==> config.mk <==
export PLATFORM = sky130hd
export DESIGN_NAME = jk_cmd_sequencer
export DESIGN_NICKNAME = d
export VERILOG_FILES = /design/src/rtl/jk_cmd_sequencer.sv
export SDC_FILE = /design/constraint.sdc
export NUM_CORES = 1
export LEC_CHECK = 0
export CELL_PAD_IN_SITES_DETAIL_PLACEMENT = 1
export CELL_PAD_IN_SITES_GLOBAL_PLACEMENT = 1
export CORE_MARGIN = 2
export CORE_UTILIZATION = 40
export CTS_CLUSTER_DIAMETER = 150
export DETAILED_ROUTE_END_ITERATION = 12
export PLACE_DENSITY = 0.71
export SLEW_MARGIN = 20
export SYNTH_ARGS = -nofsm -noshare
export SYNTH_HDL_FRONTEND = slang
export SYNTH_SLANG_ARGS = --single-unit
==> constraint.sdc <==
create_clock -name clk -period 2.3 [get_ports clk]
set_clock_uncertainty 0.15 [all_clocks]
set_input_delay 0.46 -clock clk [delete_from_list [all_inputs] [get_ports clk]]
set_output_delay 0.46 -clock clk [all_outputs]
set_load 0.005 [all_outputs]
==> src/rtl/jk_cmd_sequencer.sv <==
// rtl/jk_cmd_sequencer.sv - FIFO-buffered SET/RESET/TOGGLE/HOLD command sequencer driving a JK flip-flop bank.
// Optional JK_CMD_SEQUENCER_SHADOW_EN adds q_model, a shadow of the downstream Q values.
module jk_cmd_sequencer #(
  parameter int WIDTH = 4,
  parameter int DEPTH = 4,
  parameter int CNT_W = 4
) (
  input  logic             clk,
  input  logic             async_reset_n,
  input  logic             cmd_valid,
  output logic             cmd_ready,
  input  logic [1:0]       cmd_op,
  input  logic [WIDTH-1:0] cmd_mask,
  input  logic [CNT_W-1:0] cmd_rep,
  output logic [WIDTH-1:0] j,
  output logic [WIDTH-1:0] k,
  output logic             busy,
`ifdef JK_CMD_SEQUENCER_SHADOW_EN
  output logic [WIDTH-1:0] q_model,
`endif
  output logic             done
);

  localparam int AW = $clog2(DEPTH);

  localparam logic [1:0] OP_HOLD   = 2'b00;
  localparam logic [1:0] OP_SET    = 2'b01;
  localparam logic [1:0] OP_RESET  = 2'b10;
  localparam logic [1:0] OP_TOGGLE = 2'b11;

  typedef enum logic {IDLE, ISSUE} state_e;

  state_e           state_q, state_d;
  logic [1:0]       op_q, op_d;
  logic [WIDTH-1:0] mask_q, mask_d;
  logic [CNT_W-1:0] rem_q, rem_d;
  logic [WIDTH-1:0] j_q, j_d, k_q, k_d;

  logic [1:0]       fifo_op_q   [DEPTH];
  logic [WIDTH-1:0] fifo_mask_q [DEPTH];
  logic [CNT_W-1:0] fifo_rep_q  [DEPTH];
  logic [AW:0]      wr_ptr_q, rd_ptr_q;

  logic fifo_empty, fifo_full, push, pop;

  // The extra pointer bit separates full (wrap bits differ) from empty (pointers equal).
  assign fifo_empty = (wr_ptr_q == rd_ptr_q);
  assign fifo_full  = (wr_ptr_q[AW] != rd_ptr_q[AW]) &&
                      (wr_ptr_q[AW-1:0] == rd_ptr_q[AW-1:0]);
  assign cmd_ready  = !fifo_full;
  assign push       = cmd_valid && !fifo_full;
  assign pop        = !fifo_empty && ((state_q == IDLE) || (rem_q == '0));

  always_ff @(posedge clk) begin
    if (push) begin
      fifo_op_q[wr_ptr_q[AW-1:0]]   <= cmd_op;
      fifo_mask_q[wr_ptr_q[AW-1:0]] <= cmd_mask;
      fifo_rep_q[wr_ptr_q[AW-1:0]]  <= cmd_rep;
    end
  end

  always_ff @(posedge clk or negedge async_reset_n) begin
    if (!async_reset_n) begin
      wr_ptr_q <= '0;
      rd_ptr_q <= '0;
    end else begin
      if (push) wr_ptr_q <= wr_ptr_q + {{AW{1'b0}}, 1'b1};
      if (pop)  rd_ptr_q <= rd_ptr_q + {{AW{1'b0}}, 1'b1};
    end
  end

  always_ff @(posedge clk or negedge async_reset_n) begin
    if (!async_reset_n) begin
      state_q <= IDLE;
    end else begin
      state_q <= state_d;
    end
  end

  always_comb begin
    state_d = state_q;
    case (state_q)
      IDLE:    if (!fifo_empty) state_d = ISSUE;
      ISSUE:   if ((rem_q == '0) && fifo_empty) state_d = IDLE;
      default: state_d = IDLE;
    endcase
  end

  // Active command: reload on pop, otherwise count down the remaining repeats.
  always_comb begin
    op_d   = op_q;
    mask_d = mask_q;
    rem_d  = rem_q;
    if (pop) begin
      op_d   = fifo_op_q[rd_ptr_q[AW-1:0]];
      mask_d = fifo_mask_q[rd_ptr_q[AW-1:0]];
      rem_d  = fifo_rep_q[rd_ptr_q[AW-1:0]];
    end else if ((state_q == ISSUE) && (rem_q != '0)) begin
      rem_d  = rem_q - {{(CNT_W-1){1'b0}}, 1'b1};
    end
  end

  always_comb begin
    j_d = '0;
    k_d = '0;
    if (state_d == ISSUE) begin
      case (op_d)
        OP_SET:    j_d = mask_d;
        OP_RESET:  k_d = mask_d;
        OP_TOGGLE: begin
          j_d = mask_d;
          k_d = mask_d;
        end
        OP_HOLD:   ;
        default:   ;
      endcase
    end
    busy = (state_q == ISSUE) || !fifo_empty;
    done = (state_q == ISSUE) && (rem_q == '0) && fifo_empty;
  end

  always_ff @(posedge clk or negedge async_reset_n) begin
    if (!async_reset_n) begin
      op_q   <= OP_HOLD;
      mask_q <= '0;
      rem_q  <= '0;
      j_q    <= '0;
      k_q    <= '0;
    end else begin
      op_q   <= op_d;
      mask_q <= mask_d;
      rem_q  <= rem_d;
      j_q    <= j_d;
      k_q    <= k_d;
    end
  end

  assign j = j_q;
  assign k = k_q;

`ifdef JK_CMD_SEQUENCER_SHADOW_EN
  logic [WIDTH-1:0] shadow_q, shadow_d;

  // Mirrors what the downstream flip-flops will capture from the registered j/k.
  always_comb begin
    shadow_d = shadow_q;
    for (int i = 0; i < WIDTH; i++) begin
      case ({j_q[i], k_q[i]})
        2'b10:   shadow_d[i] = 1'b1;
        2'b01:   shadow_d[i] = 1'b0;
        2'b11:   shadow_d[i] = ~shadow_q[i];
        default: shadow_d[i] = shadow_q[i];
      endcase
    end
  end

  always_ff @(posedge clk or negedge async_reset_n) begin
    if (!async_reset_n) begin
      shadow_q <= '0;
    end else begin
      shadow_q <= shadow_d;
    end
  end

  assign q_model = shadow_q;
`endif

endmodule
# == Yosys cells after proc, flatten, opt, wreduce, memory -nomap -nowiden ==
# Memories as Yosys holds them, arrays and structs flattened.
# Cells that the tools add are included.
# totals
input_bits,13
n_memories,3
wordCells,50
output_inout_bits,11
regBits,25
mem_bits_rw,40
# mem_list
memory,words,word_bits,rd,rd_clocked_by_memory_dff,write_ports,line,rtl
fifo_mask_q,4,4,1,0,1,40,logic [WIDTH-1:0] fifo_mask_q [DEPTH];
fifo_rep_q,4,4,1,0,1,41,logic [CNT_W-1:0] fifo_rep_q [DEPTH];
fifo_op_q,4,2,1,0,1,39,logic [1:0] fifo_op_q [DEPTH];
# op_classes
addsub,3
bitwise,1
eq_ne,6
n_reduce_logical,16
n_mux,13
# ops
op,n
two-way mux 4 bit,7
logical AND 1 bit,7
"adder 3 x 1 -> 3 bit, second input constant",2
"== test 2 bit, second input constant",2
zero test 4 bit,1
two-way mux 1 bit,4
nonzero test 4 bit,1
OR reduction 2 bit,2
"subtractor 4 x 1 -> 4 bit, second input constant",1
== test 3 bit,1
"== test 2 x 1 -> 1 bit, second input constant",1
== test 2 bit,1
zero test 1 bit,2
logical OR 1 bit,2
two-way mux 2 bit,1
case mux 1 bit (2 select lines),1
nonzero test 2 bit,1
inequality test 1 bit,1
NOT 1 bit,1

# == Longest topological paths before layout ==
# Gate-level depths: netlist (run 1).
# depth
ltp_word,8
ltp_mapped,7

# == Least setup slack after synthesis (run 1) ==
# OpenSTA, ideal clock, no wires.
# synth_timing
path_type,reg-to-reg
startpoint,register rem_q[0]
endpoint,register mask_q[0]
slack_ps,336
path_buffers,1
setup_time_ps,125
arrival_ps,1689
path_stages_with_launch,7
required_time_ps,2025
cell_sequence,dfrtp_1 > inv_1 > ha_1 > or3b_4 > a32oi_2 > buf_6 > mux2_2
# synth_via
elab_chain_len,4
# synth_rtl
element,line,rtl
start: declaration,36,"logic [CNT_W-1:0] rem_q, rem_d;"
start signal: assignment,132,rem_q <= rem_d;
zero test 4 bit,52,assign pop = !fifo_empty && ((state_q == IDLE) || (rem_q == '0));
logical OR 1 bit,52,
logical AND 1 bit,52,
two-way mux 4 bit,94,if (pop) begin
via mask_d[0],35,"logic [WIDTH-1:0] mask_q, mask_d;"
end signal: assignment,131,mask_q <= mask_d;
end: declaration,35,
# The timed path passes the listed nets, and every way through them passes these cells.
# A chain may end at the register's enable or synchronous reset.

# == Final worst setup path (run 1) ==
# layout_timing
startpoint,register rem_q[0]
endpoint,output done
# layout_via
elab_chain_len,3
# layout_rtl
element,line,rtl
zero test 4 bit,119,done = (state_q == ISSUE) && (rem_q == '0) && fifo_empty;
logical AND 1 bit (2 in series),119,
end: declaration,21,output logic done
# Every way passes these cells.

==> results of run 1 <==
[worst min path at each step]
stage | endpoint | slack (ps) | cells after the start
2_1_floorplan | j[0] | 10 | 0
3_3_place_gp | wr_ptr_q[2] | 360 | 1
3_5_place_dp | mask_q[2] | 380 | 1
4_1_cts | rem_q[3] | 320 | 2
5_1_grt | rem_q[3] | 350 | 2
6_report | rem_q[3] | 330 | 2
[worst max-delay path, cell delays in order (launching register included)]
cell and delay, ps:
dfrtp_1 400, inv_2 80, ha_4 140, or2b_1 250
nor4_2 210, buf_2 150
[where the power goes]
group / total [mW] / switching [mW] / internal, mW
registers: 1.84 / 0.209 / 1.63
logic: 2.02 / 0.953 / 1.07
clock network: 0.976 / 0.467 / 0.509
[synthesized netlist by cell type, types with 2 or more instances]
master,instances,area [sq um]
edfxtp_1,40,1201
dfrtp_1,25,625.6
nand2_1,21,78.83
mux4_1,10,262.8
inv_1,8,30.03
o22ai_1,8,50.05
ha_1,6,75.07
mux2_2,6,67.56
and2_1,4,25.02
nand3_1,3,15.01
xnor2_1,3,26.28
xor2_1,3,26.28
buf_6,2,22.52
mux2i_1,2,20.02
o21ai_0,2,10.01
xnor2_2,2,32.53
[cells by family after synthesis]
| family | Yosys count | synth area share |
|---|---|---|
| flip-flops | 65 | 0.6694 |
| AND/OR/NAND/NOR | 36 | 0.06420 |
| multiplexers | 19 | 0.1339 |
| AO/OA/AOI/OAI | 16 | 0.04998 |
| buffers and inverters | 12 | 0.02384 |
| XOR/XNOR | 8 | 0.03118 |
| adder cells (fa/ha/maj) | 6 | 0.02751 |
[metal layers]
metal / GRT usage / share of wire
met5: 0 / 0
met4: 0.07955 / 0.014
met3: 0.05429 / 0.033
met2: 0.2769 / 0.53
met1: 0.1910 / 0.43
[state kept, by name, indices dropped and copies added (netlist names), 2 cells and up]
register / count
wr_ptr_q: 3
op_q: 2
rem_q: 4
fifo_op_q: 8
k: 4
fifo_rep_q: 16
rd_ptr_q: 3
j: 4
fifo_mask_q: 16
mask_q: 4
[cell type report]
class,instances,area [sq um],share of cell area
clock buffers,9,123.9,0.03571
clock inverters,7,78.83,0.02273
multi-input cells,85,870.8,0.2511
repair buffers,46,436.7,0.1259
well taps,80,100.1,0.02886
inverters,8,30.03,0.008658
flip-flops and latches,65,1828,0.5271
[per-stage QoR]
step	worst slack, ps	hold slack (ps)	cells
after detailed placement	-23.22	377.5	275
final	123.7	328.3	300
after global routing	1.525	348.2	300
after CTS	10.14	323.3	298
after floorplan	336.2	14.41	162
after global placement	89.06	363.6	275
[timing repair]
action / in CTS / in global routing
buffers inserted: 7 / 2
endpoints found under the setup margin: 3 / 2
pin swaps: 2 / 0
gates resized for setup: 10 / 4
==> metrics, run 1 <==
ys async rst share 0.3846; ys flop type edfxtp_1; Die ar. 0.007499 sq mm; # hold bufs at CTS 0; Post-Synthesis Mean Instance Area 16.84 sq um; min cycle time layout 2176 ps; critical path arrival 1570 ps; post-DP HPWL between 3 and 4 mm; status finished clean; CP Max Fanout 4; most common cell after layout, fill and taps aside edfxtp_1; Worst R2R Path Depth 6; core area 0.006681 sq mm; Via Count 1546; input/output buffers 23; flops & latches, synth 65; setup TNS 0 ps; Area Growth Syn to Fin 27.10%; reg2reg start rem_q[0]; final net count 234; crit end category output pin; global placement routability congestion around 0.85; maximum clock rate 459.5 MHz; crit path to done; yosys warns 0; worst-skew pair later-pin latency 340 ps; TritonCTS buffer count 9; DRT Pass-1 Iters 4; Worst-path clk slew 80 ps; crit start category flop; synthesized area ~0.0027 sq mm; Slew @ Worst Pin 369.5 ps; GRT Resource Usage Total 0.1652; VDD IR max 0.5818 mV; IO Count 24; # setup viols final 0; Finished Cell Area 0.003468 sq mm; CTS Sinks 65; post-synthesis cell type count 33; reg2reg setup slack 290 ps; antenna viol nets, final 0; max_cap viols 0; critical path type flop to output pin; CP required 1690 ps; vias in the first global route between 1.5k and 2k; Initial DRC Count 59; TritonCTS clock tree built; most frequent cells in the layout edfxtp_1, dfrtp_1, nand2_1; Max Transition Viols Final 0; PD cells 1393 mW/mm^2; DRC viols 0; layout cell share with drive strength beyond 1 0.2727; Min-Delay Path Class input port to async pin; clock tree buffer depth 2; Placed Instance Area 0.003167 sq mm; number of flops mapped to enable cells by yosys 40; initial antenna violation count 0; H-tree levels 3; clock root buffer clkbuf_8; Vias per Instance 5.153; filler cell count 651; DIE WIDTH 86.60 microns; row cnt 30; final wirelength 5.379 mm; crit path from rem_q[0]; final hold vios 0; Seq/Total Area, Yosys 0.6694; Max-slew headroom 0.7505; syn nets 181; grt ovf 0; Total Power roughly 4.8 mW; ANT cells 0; chip height 86.60 microns; reg2reg end op_q[0]; Starting Density 0.4084; WL/cell 17.93 microns; global-route wire length before repair 8.935 mm; Final Cycle Share 0.9462; largest net degree at the start of global routing 26; RSZ-0062 raised after global routing false; Static Leak around 1.4 nW; final core occ 0.5191; cell count after synthesis 162
(Power assumes the default switching activity.)
==> run 2: changes to the inputs <==
Settings changed: CAP_MARGIN set to 20.
Clock period 2.3 ns to 2.2 ns, I/O delays scaled along.
==> metrics, run 2 (synthesis results as in run 1) <==
clock root buffer clkbuf_8; Area Growth Syn to Fin 28.01%; RSZ-0062 raised after global routing true; area of the multi-input gates between 800 and 900 sq um; CTS Sinks 65; reg2reg end op_q[1]; Placed Instance Area 0.003214 sq mm; TritonCTS clock tree built; global-route wire length before repair 8.700 mm; crit end category flop; post-DP HPWL 3.678 mm; Min-Delay Path Class input port to async pin; layout cell share with drive strength beyond 1 0.2694; # setup viols final 0; filler cell count 647; FF+latch area 0.001831 sq mm; reg2reg start rem_q[1]; DRT Pass-1 Iters 4; Via Count 1571; largest net degree at the start of global routing 26; crit path to op_q[1]; antenna viol nets, final 0; PD cells 1436 mW/mm^2; WL/cell 18.23 microns; Slew @ Worst Pin 333.1 ps; crit path from rem_q[1]; Starting Density 0.4084; input/output buffers 23; Vias per Instance roughly 5.3; most frequent cells in the layout edfxtp_1, dfrtp_1, nand2_1; Finished Cell Area between 0.003 and 0.004 sq mm; Worst-path clk slew 80 ps; min cycle time layout 2130 ps; H-tree levels 3; Max-slew headroom 0.7779; chip height 86.60 microns; final hold vios 0; # hold bufs at CTS 0; Initial DRC Count 50; DIE WIDTH 86.60 microns; Final Cycle Share 0.9682; crit start category flop; reg2reg setup slack 70 ps; Max Transition Viols Final 0; final wirelength 5.452 mm; clock tree buffer depth 2; GRT Resource Usage Total 0.1566; global placement routability congestion about 0.84; Placed Cells incl. Taps 278; Die ar. 0.007499 sq mm; status finished clean; max_cap viols 0; DRC viols 0; TritonCTS buffer count 9; CP Max Fanout 6; VDD IR max 0.5522 mV; most common cell after layout, fill and taps aside edfxtp_1; critical path arrival 2210 ps; CP required 2280 ps; worst-skew pair later-pin latency about 340 ps; row cnt 30; final net count 233; initial antenna violation count 0; grt ovf 0; core area 0.006681 sq mm; Static Leak 1.363 nW; IO Count 24; vias in the first global route 1728; maximum clock rate 469.5 MHz; ANT cells 0; critical path type flop to flop; Worst R2R Path Depth 7; non-filler cells, final 299
## run 2: per-layer routing
metal / vias to the layer above / share of wire / GRT usage
met5: - / 0 / 0
met4: 0 / 0.012 / 0.06818
met3: 7 / 0.025 / 0.03810
met2: 26 / 0.53 / 0.2748
met1: 814 / 0.43 / 0.1822
li1: 724 / - / -
## run 2: metrics by stage
stage | setup slack [ps] | util | setup TNS, ps | hold slack (ps) | power (mW)
final | 69.98 | 0.5228 | 0 | 316.2 | 5.017
after global routing | -29.82 | 0.5228 | -29.82 | 347.2 | 5.321
after CTS | 47.00 | 0.5112 | 0 | 316.0 | 4.878
after detailed placement | -36.62 | 0.4811 | -36.62 | 375.6 | 3.914
after global placement | 41.16 | 0.4811 | 0 | 362.4 | 3.768
after floorplan | 236.2 | - | 0 | -5.591 | 3.079
## run 2: timing repair
action / in CTS / in global routing
gates cloned: 0 / 1
endpoints found under the setup margin: 3 / 8
resized for setup: 8 / 10
buffers inserted: 3 / 1
pin swaps: 2 / 1
## run 2: area by class of cell
type / instances / area share
clock buffer: 9 / 0.03546
clock inverter: 7 / 0.01540
inverter: 8 / 0.008596
multi-input combinational: 85 / 0.2525
sequential: 65 / 0.5240
tap: 80 / 0.02865
timing repair buffer: 45 / 0.1354
## run 2: worst min-delay path by stage
stage	end	slack (ps)	cells after the start
final	rem_q[3]	320	2
after CTS	rem_q[3]	320	2
after detailed placement	mask_q[0]	380	1
after global placement	wr_ptr_q[2]	360	1
after global routing	j[2]	350	2
after floorplan	j[0]	-6	0
## run 2: critical path, cell delays in order (launching register included)
cell and delay [ps]:
dfrtp_1 390, inv_1 90, ha_4 130, buf_4 110, or3b_4 400, a32oi_4 250
buf_12 160, mux2_2 330
## run 2: report_power, final
group          internal (mW)  total [mW]  switching [mW]  leakage, nW
Sequential              1.70        1.93           0.221        0.667
Clock                  0.416       0.905           0.489       0.0839
Combinational           1.16        2.19            1.03        0.612
Total                   3.28        5.02            1.74         1.36
==> run 3: changes to the inputs <==
Settings changed: MAX_ROUTING_LAYER set to met4, PLACE_DENSITY 0.71 to 0.69, SLEW_MARGIN 20 to unset.
==> metrics, run 3 (synthesis results as in run 1) <==
global placement routability congestion 0.8149; final net count 239; CP Max Fanout 5; filler cell count around 640; Max-slew headroom 0.7557; TritonCTS clock tree built; layout cell share with drive strength beyond 1 0.2933; WL/cell 17.35 microns; RSZ-0062 raised after global routing false; Crit path largest cell delay ~400 ps; final core occ 0.5330; chip height 86.60 microns; Vias per Instance about 5.1; H-tree levels 3; grt ovf 0; core area around 0.0067 sq mm; crit end category flop; DIE WIDTH slightly below 90 microns; global-route wire length before repair ~8.5 mm; CP required about 2300 ps; Initial DRC Count 50; DRC viols 0; status finished clean; Worst-path clk slew roughly 70 ps; critical path arrival around 2200 ps; largest net degree at the start of global routing 26; post-DP HPWL 3.516 mm; final wirelength 5.291 mm; Total Power 5.211 mW; # setup viols final 0; worst-skew pair later-pin latency 330 ps; ANT cells 0; # hold bufs at CTS 0; Slew @ Worst Pin 361.9 ps; Die ar. 0.007499 sq mm; most frequent cells in the layout edfxtp_1, nand2_1, dfrtp_1; Min-Delay Path Class input port to async pin; input/output buffers 23; critical path, cell by cell inv_2, ha_4, or3b_4, a32oi_2, clkbuf_16, buf_6, mux2_2; maximum clock rate 475.2 MHz; Starting Density 0.4084; non-filler cells, final 305; CTS Sinks 65; antenna viol nets, final 0; max_cap viols 0; Static Leak about 1.4 nW; GRT Resource Usage Total 0.1596; crit start category flop; clock tree buffer depth 2; Final Cycle Share 0.9566; TritonCTS buffer count 9; final hold vios 0; VDD IR max around 0.58 mV; PD cells 1463 mW/mm^2; initial antenna violation count 0; IO Count 24; DRT Pass-1 Iters 3; Area Growth Syn to Fin 30.49%; row cnt 30; min cycle time layout 2105 ps; Placed Cells incl. Taps 278; critical path type flop to flop; Max Transition Viols Final 0; slowest stage cell, crit path dfrtp_1; vias in the first global route 1702; clock root buffer clkbuf_8; most common cell after layout, fill and taps aside edfxtp_1; Hold WS between 300 and 400 ps; Via Count 1546
## run 3: metal layers
metal | vias up | GRT usage | wire length, microns
li1 | 735 | - | -
met5 | - | - | 0
met4 | 0 | 0.05540 | 72
met3 | 8 | 0.05143 | 170
met1 | 777 | 0.1856 | 2276
met2 | 26 | 0.2615 | 2771
## run 3: worst paths after layout
check | endpoint | slack (ps) | startpoint | cells after the start
min reg2reg | rd_ptr_q[2] | 380 | rd_ptr_q[2] | 1
min | mask_q[3] | 330 | async_reset_n | 2
max reg2reg | mask_q[3] | 100 | rem_q[1] | 7
min in group clk | rd_ptr_q[2] | 380 | rd_ptr_q[2] | 1
max in group asynchronous | wr_ptr_q[0] | 1300 | async_reset_n | 2
max | mask_q[3] | 100 | rem_q[1] | 7
## run 3: critical path: cells and delay by family (launching register included)
family	cells	cell delay, ps
mux	1	320
buf+inv	3	370
fa+ha+maj	1	140
compound gates	1	230
flops	1	400
simple gates	1	390
## run 3: area by class of cell
| cell class | instances | area (sq um) | share of cell area |
|---|---|---|---|
| Clock buffer | 9 | 123.9 | 0.03479 |
| Clock inverter | 7 | 85.08 | 0.02389 |
| Inverter | 8 | 30.03 | 0.008433 |
| Multi-Input combinational cell | 85 | 874.6 | 0.2456 |
| Sequential cell | 65 | 1832 | 0.5144 |
| Tap cell | 80 | 100.1 | 0.02811 |
| Timing Repair Buffer | 51 | 515.5 | 0.1448 |
## run 3: report_power, final
part | total (mW) | internal [mW] | switching, mW
clock network | 1.07 | 0.626 | 0.441
registers | 1.91 | 1.71 | 0.202
logic | 2.24 | 1.22 | 1.02
total | 5.21 | 3.55 | 1.66
## run 3: through the flow
step,setup WS (ps),setup TNS [ps],cell area (sq um)
floorplan,236.2,0,2729
global placement,35.42,0,3214
detailed placement,-25.55,-25.55,3214
CTS,-75.86,-75.86,3461
global route,30.44,0,3561
finish,95.48,0,3561
## run 3: timing repair
action / 4_1_cts / 5_1_grt
setup endpoints to repair: 3 / 8
buffers inserted: 2 / 10
pin swaps: 0 / 5
gates cloned: 0 / 0
endpoints found under the hold margin: 0 / 0
resized for setup: 10 / 15
